### config.mk
export PLATFORM = sky130hd
export DESIGN_NAME = sao_bo_apply
export DESIGN_NICKNAME = d
export VERILOG_FILES = /design/src/rtl/sao_bo_apply.sv
export SDC_FILE = /design/constraint.sdc
export NUM_CORES = 2
export LEC_CHECK = 0
export BUFFER_PORTS_ARGS = -buffer_cell sky130_fd_sc_hd__clkbuf_2
export CAP_MARGIN = 25
export CORE_MARGIN = 2
export CORE_UTILIZATION = 65
export CTS_CLUSTER_DIAMETER = 120
export DETAILED_ROUTE_END_ITERATION = 8
export PLACE_DENSITY_LB_ADDON = 0.3
export SYNTH_ARGS = -nofsm -noshare
export SYNTH_HDL_FRONTEND = slang
export SYNTH_SLANG_ARGS = --single-unit
### constraint.sdc
create_clock -name clk -period 26.7 [get_ports clk]
set_clock_uncertainty 0.15 [all_clocks]
set_input_delay 8.01 -clock clk [delete_from_list [all_inputs] [get_ports clk]]
set_output_delay 8.01 -clock clk [all_outputs]
set_load 0.01 [all_outputs]
### src/rtl/sao_bo_apply.sv
// SAO band-offset apply for one LCU.
// Streams Y, then U, then V beats of 32 pixels each. Every accepted beat goes
// through two register stages: stage 1 selects an offset per lane from the
// pixel band, and stage 2 adds that offset and clips the result to 8 bits.
module sao_bo_apply #(
    parameter int Y_BEATS = 128,
    parameter int C_BEATS = 32
) (
    input  logic         clk,
    input  logic         rst_n,
    input  logic         start_i,
    input  logic [14:0]  bo_first_i,
    input  logic [47:0]  bo_offset_i,
    input  logic [2:0]   bo_en_i,
    input  logic         valid_i,
    input  logic [255:0] block_i,
    output logic         ready_o,
    output logic         valid_o,
    output logic [255:0] block_o,
    output logic [1:0]   comp_o,
    output logic         done_o
);

    localparam logic [6:0] Y_LAST = 7'(Y_BEATS - 1);
    localparam logic [6:0] C_LAST = 7'(C_BEATS - 1);

    typedef enum logic [2:0] {
        S_IDLE,
        S_RUN_Y,
        S_RUN_U,
        S_RUN_V,
        S_FLUSH,
        S_DONE
    } state_t;

    state_t       r_state;
    logic [6:0]   r_cnt;
    logic         r_flush;
    logic [14:0]  r_first;
    logic [47:0]  r_offset;
    logic [2:0]   r_en;

    logic         r_s1_valid;
    logic [1:0]   r_s1_comp;
    logic [255:0] r_s1_pix;
    logic [127:0] r_s1_off;

    logic         w_accept;
    logic [1:0]   w_comp;
    logic [4:0]   w_first_c;
    logic [15:0]  w_off_c;
    logic         w_en_c;
    logic [127:0] w_s1_off_all;
    logic [255:0] w_out_all;

    // ready_o is a registered copy of "in a RUN state", so it gates acceptance directly
    assign w_accept = valid_i && ready_o;

    // Component currently being streamed, and its latched parameters
    always_comb begin
        w_comp    = 2'd0;
        w_first_c = r_first[4:0];
        w_off_c   = r_offset[15:0];
        w_en_c    = r_en[0];
        case (r_state)
            S_RUN_U: begin
                w_comp    = 2'd1;
                w_first_c = r_first[9:5];
                w_off_c   = r_offset[31:16];
                w_en_c    = r_en[1];
            end
            S_RUN_V: begin
                w_comp    = 2'd2;
                w_first_c = r_first[14:10];
                w_off_c   = r_offset[47:32];
                w_en_c    = r_en[2];
            end
            default: ;
        endcase
    end

    // Per-lane band classification (stage 1 input) and offset add/clip (stage 2 input)
    generate
        for (genvar gi = 0; gi < 32; gi++) begin : g_lane
            logic [4:0]        w_band;
            logic [4:0]        w_d;
            logic [3:0]        w_off;
            logic signed [9:0] w_sum;

            assign w_band = block_i[8*gi+3 +: 5];
            // 5-bit wrap lets a first band of 30 cover bands 30, 31, 0 and 1
            assign w_d    = w_band - w_first_c;
            assign w_off  = ((w_d < 5'd4) && w_en_c) ? w_off_c[{w_d[1:0], 2'b00} +: 4] : 4'd0;
            assign w_s1_off_all[4*gi +: 4] = w_off;

            assign w_sum = $signed({2'b00, r_s1_pix[8*gi +: 8]})
                         + $signed({{6{r_s1_off[4*gi+3]}}, r_s1_off[4*gi +: 4]});
            assign w_out_all[8*gi +: 8] = w_sum[9] ? 8'h00 : (w_sum[8] ? 8'hFF : w_sum[7:0]);
        end
    endgenerate

    // Control FSM: parameter latch, beat counting, flush and done pulse
    always_ff @(posedge clk or negedge rst_n) begin
        if (!rst_n) begin
            r_state  <= S_IDLE;
            r_cnt    <= 7'd0;
            r_flush  <= 1'b0;
            r_first  <= 15'd0;
            r_offset <= 48'd0;
            r_en     <= 3'd0;
            ready_o  <= 1'b0;
            done_o   <= 1'b0;
        end else begin
            case (r_state)
                S_IDLE: begin
                    done_o <= 1'b0;
                    if (start_i) begin
                        r_first  <= bo_first_i;
                        r_offset <= bo_offset_i;
                        r_en     <= bo_en_i;
                        r_cnt    <= 7'd0;
                        r_state  <= S_RUN_Y;
                        ready_o  <= 1'b1;
                    end
                end
                S_RUN_Y: begin
                    if (w_accept) begin
                        if (r_cnt == Y_LAST) begin
                            r_cnt   <= 7'd0;
                            r_state <= S_RUN_U;
                        end else begin
                            r_cnt <= r_cnt + 7'd1;
                        end
                    end
                end
                S_RUN_U: begin
                    if (w_accept) begin
                        if (r_cnt == C_LAST) begin
                            r_cnt   <= 7'd0;
                            r_state <= S_RUN_V;
                        end else begin
                            r_cnt <= r_cnt + 7'd1;
                        end
                    end
                end
                S_RUN_V: begin
                    if (w_accept) begin
                        if (r_cnt == C_LAST) begin
                            r_cnt   <= 7'd0;
                            r_flush <= 1'b0;
                            r_state <= S_FLUSH;
                            ready_o <= 1'b0;
                        end else begin
                            r_cnt <= r_cnt + 7'd1;
                        end
                    end
                end
                S_FLUSH: begin
                    // Two cycles: the last beat crosses stage 1 then stage 2
                    if (r_flush) begin
                        r_flush <= 1'b0;
                        r_state <= S_DONE;
                        done_o  <= 1'b1;
                    end else begin
                        r_flush <= 1'b1;
                    end
                end
                S_DONE: begin
                    done_o  <= 1'b0;
                    r_state <= S_IDLE;
                end
                default: begin
                    r_state <= S_IDLE;
                    ready_o <= 1'b0;
                    done_o  <= 1'b0;
                end
            endcase
        end
    end

    // Stage 1: register pixels, selected offsets and component tag
    always_ff @(posedge clk or negedge rst_n) begin
        if (!rst_n) begin
            r_s1_valid <= 1'b0;
            r_s1_comp  <= 2'd0;
            r_s1_pix   <= 256'd0;
            r_s1_off   <= 128'd0;
        end else begin
            r_s1_valid <= w_accept;
            if (w_accept) begin
                r_s1_comp <= w_comp;
                r_s1_pix  <= block_i;
                r_s1_off  <= w_s1_off_all;
            end
        end
    end

    // Stage 2: register clipped pixels; comp_o only moves with a valid beat
    always_ff @(posedge clk or negedge rst_n) begin
        if (!rst_n) begin
            valid_o <= 1'b0;
            block_o <= 256'd0;
            comp_o  <= 2'd0;
        end else begin
            valid_o <= r_s1_valid;
            if (r_s1_valid) begin
                block_o <= w_out_all;
                comp_o  <= r_s1_comp;
            end
        end
    end

endmodule
==> metrics <==
status completed; via count around 43000; Hold Crit Start block_o[237]; Req. time, crit path ~27 ns; r2r worst-path depth 14; Max Fclk 92.84 MHz; Ys Warns 0; die width 278.4 µm; worst r2r src r_state[2]; Via density 6.586; Post-Route WL 152600 µm; power density over the cells 157.1 nW/µm²; final setup TNS 0 ns; Place WS between 15 and 20 ns; cts repair resizes 0; leakage power 25.90 nW; Final ANT Viol Nets 0; Initial Util 65.76%; Switching Share 46.37%; clock sinks 725; fillers 5103; worst hold path class register to register; Cells after Synth 5018; WHS Endpoint block_o[237]; VDD IR max around 160 µV; RSZ-0062 raised after global routing no; fraction of registers with async set/reset 100.0%; EDFF count, synth 0; Hold Buf Count CTS 0; CP endpoint kind register; fin nets 6271; Initial DRC Count about 4600; DRC viols 0; Post-CTS Setup Bufs 0; CTS max path bufs 3; Netlist Area Pre-Place 48960 µm²; Hold Path Depth 1; max-slew violations 0; Multi-input gate area roughly 29000 µm²; P_sw 0.004057 W; Slew headroom 26.45%; fin worst setup slack approximately 16 ns; sequential share of the synthesized area 37.06%; DR WL/cell roughly 23 µm; port bufs around 590; layout cells sized above 1 18.83%; io pins 587; Comb pwr share 63.9%; total CTS buffers between 80 and 90; Pint 0.004692 W; area grow syn2layout 13.75%; H-Tree Depth 3; Finish-stage setup viols 0; worst-margin pin slew approximately 1.1 ns; vias in the first global route 42560; largest net degree at the start of global routing 160; CP Launch Type input port; Die H around 280 µm; Final period util ~40%; Util after Layout 74.81%; grt ovf 0; CTS tree built; worst setup path category input port to register; clock network power share 13.5%; syn_nets 5793; Hold Fails Final Rpt 0; Pre-antenna DRT Iters 7; Register Area 18150 µm²; Layout Cells excl Fill 6552; crit path DAT 11.15 ns; Cell variety after synth 66; Synth Flop Type dfrtp_1; Cells after DPL 6380; Flop pwr share 22.6%; floorplan core area 74450 µm²; max cap viols 0; row count 100; Critical Path Fanout Max between 90 and 100; Worst-path clk slew 0.06 ns; Final Critical Period between 10 and 15 ns; initial antenna violation count 28; Skew-Pair Late Insertion Delay 0.64 ns; r2r endpoint r_s1_off[50]; Die Footprint slightly below 80000 µm²; global-route wire length before repair 235700 µm; Reg2Reg Setup Slack 21.33 ns; number of synthesized register bits ~730; Clock Root Buffer clkbuf_16; RePlAce Congestion between 0.9 and 1; hpwl dp 100500 µm; GRT Util Overall 38.98%; Avg Cell Area, Syn 9.756 µm²
## cells in the final DEF (no fill, tap or decap), types with 116 or more instances in the layout
| master | count |
|---|---|
| a21oi_1 | 373 |
| clkbuf_2 | 585 |
| dfrtp_1 | 722 |
| ha_1 | 385 |
| inv_1 | 325 |
| mux4_2 | 128 |
| nand2_1 | 664 |
| o21ai_0 | 326 |
| o2bb2ai_1 | 248 |
| xnor2_1 | 222 |
| xor2_1 | 116 |
## routing by layer
layer	vias to the layer above	routed length, µm	track usage, %
met1	20790	59040	50.89
li1	19270	-	-
met5	-	109	0
met3	606	15840	9.066
met2	2467	68170	59.61
met4	16	9475	23.27
## worst max-delay path, cell delays in order
cell      delay (ns)
clkbuf_2        0.11
nand2_4         0.47
inv_8           0.71
nand2_1         0.65
a211o_1         0.42
or4_1           0.51
o22ai_1         0.20
## area by class of cell
| class | count | area share (%) |
|---|---|---|
| multi-input combinational | 3724 | 51.92 |
| timing repair buffer | 635 | 6.039 |
| inverter | 329 | 2.244 |
| tap | 969 | 2.177 |
| antenna | 23 | 0.1033 |
| clock inverter | 44 | 0.8829 |
| clock buffer | 103 | 4.044 |
| sequential | 725 | 32.59 |
## power groups by stage
| stage | clock [W] | sequential [W] | combinational, W |
|---|---|---|---|
| 6_report | 0.00118 | 0.00198 | 0.00559 |
| 5_1_grt | 0.00123 | 0.00202 | 0.00599 |
| 4_1_cts | 0.00118 | 0.00196 | 0.00546 |
| 3_5_place_dp | 0 | 0.00196 | 0.00539 |
| 3_3_place_gp | 0 | 0.00195 | 0.00524 |
| 2_1_floorplan | 0 | 0.00190 | 0.00389 |
## cells by family (layout without fill, tap and decap cells)
family,count (synthesis),count (layout),share of synthesized area (%)
multiplexers,223,223,8.045
buffers and inverters,569,1111,4.411
adder cells (fa/ha/maj),471,471,12.91
AO/OA/AOI/OAI,1491,1491,20.22
AND/OR/NAND/NOR,1201,1201,11.31
XOR/XNOR,338,338,6.047
other,0,23,0
flip-flops,725,725,37.06
## through the flow
stage          area, µm²  total power (W)  hold slack [ns]
2_1_floorplan      48960         0.005789           0.2405
5_1_grt            55680         0.009244           0.3409
3_3_place_gp       52830         0.007195           0.3161
6_report           55690         0.008750           0.3331
4_1_cts            55580         0.008601           0.3344
3_5_place_dp       52830         0.007360           0.3192
## cells in the mapped netlist, types with 22 or more instances
cell	instances	share of area [%]
inv_1	328	2.5
mux4_2	128	5.9
dfrtp_1	725	37
nand4_1	71	0.91
nand2_1	665	5.1
o211a_1	26	0.53
clkbuf_1	207	1.6
a221oi_1	22	0.39
o2bb2ai_1	248	4.4
xor2_1	116	2.1
a211oi_1	33	0.51
xnor2_1	222	4.0
a21oi_1	374	3.8
o41ai_1	26	0.47
o22ai_1	34	0.43
o21a_1	62	0.95
mux2_2	70	1.6
nand2b_1	23	0.29
or4_1	29	0.44
nor2b_1	53	0.68
mux2i_1	23	0.47
nor3_1	67	0.68
a31oi_1	33	0.42
ha_1	385	9.8
and3_1	35	0.45
o2111ai_1	25	0.45
a21boi_0	32	0.49
a21o_1	58	0.89
fa_1	64	2.6
maj3_1	22	0.45
nand3_1	60	0.61
nand3b_1	45	0.69
o21ai_0	344	3.5
nor2_1	112	0.86
o211ai_1	50	0.77
o21ai_1	36	0.37
## registers in the layout, indices dropped and copies added (netlist names), 2 cells and up
register,cells
block_o,256
r_state,3
comp_o,2
r_first,15
r_offset,48
r_s1_pix,256
r_en,3
r_s1_off,128
r_s1_comp,2
r_cnt,7
## worst max-delay path by stage
stage                     from            end  slack (ns)  depth (start not counted)
finish                 valid_i    r_s1_off[1]       15.93                          7
global route             rst_n     r_state[1]       15.59                          4
CTS                      rst_n  r_s1_pix[103]       15.87                          4
detailed placement       rst_n   block_o[142]       15.19                          4
global placement         rst_n   block_o[136]       15.32                          4
floorplan           block_i[3]    r_s1_off[0]       16.63                          8
Note: power is estimated with default switching activity, not from simulation.
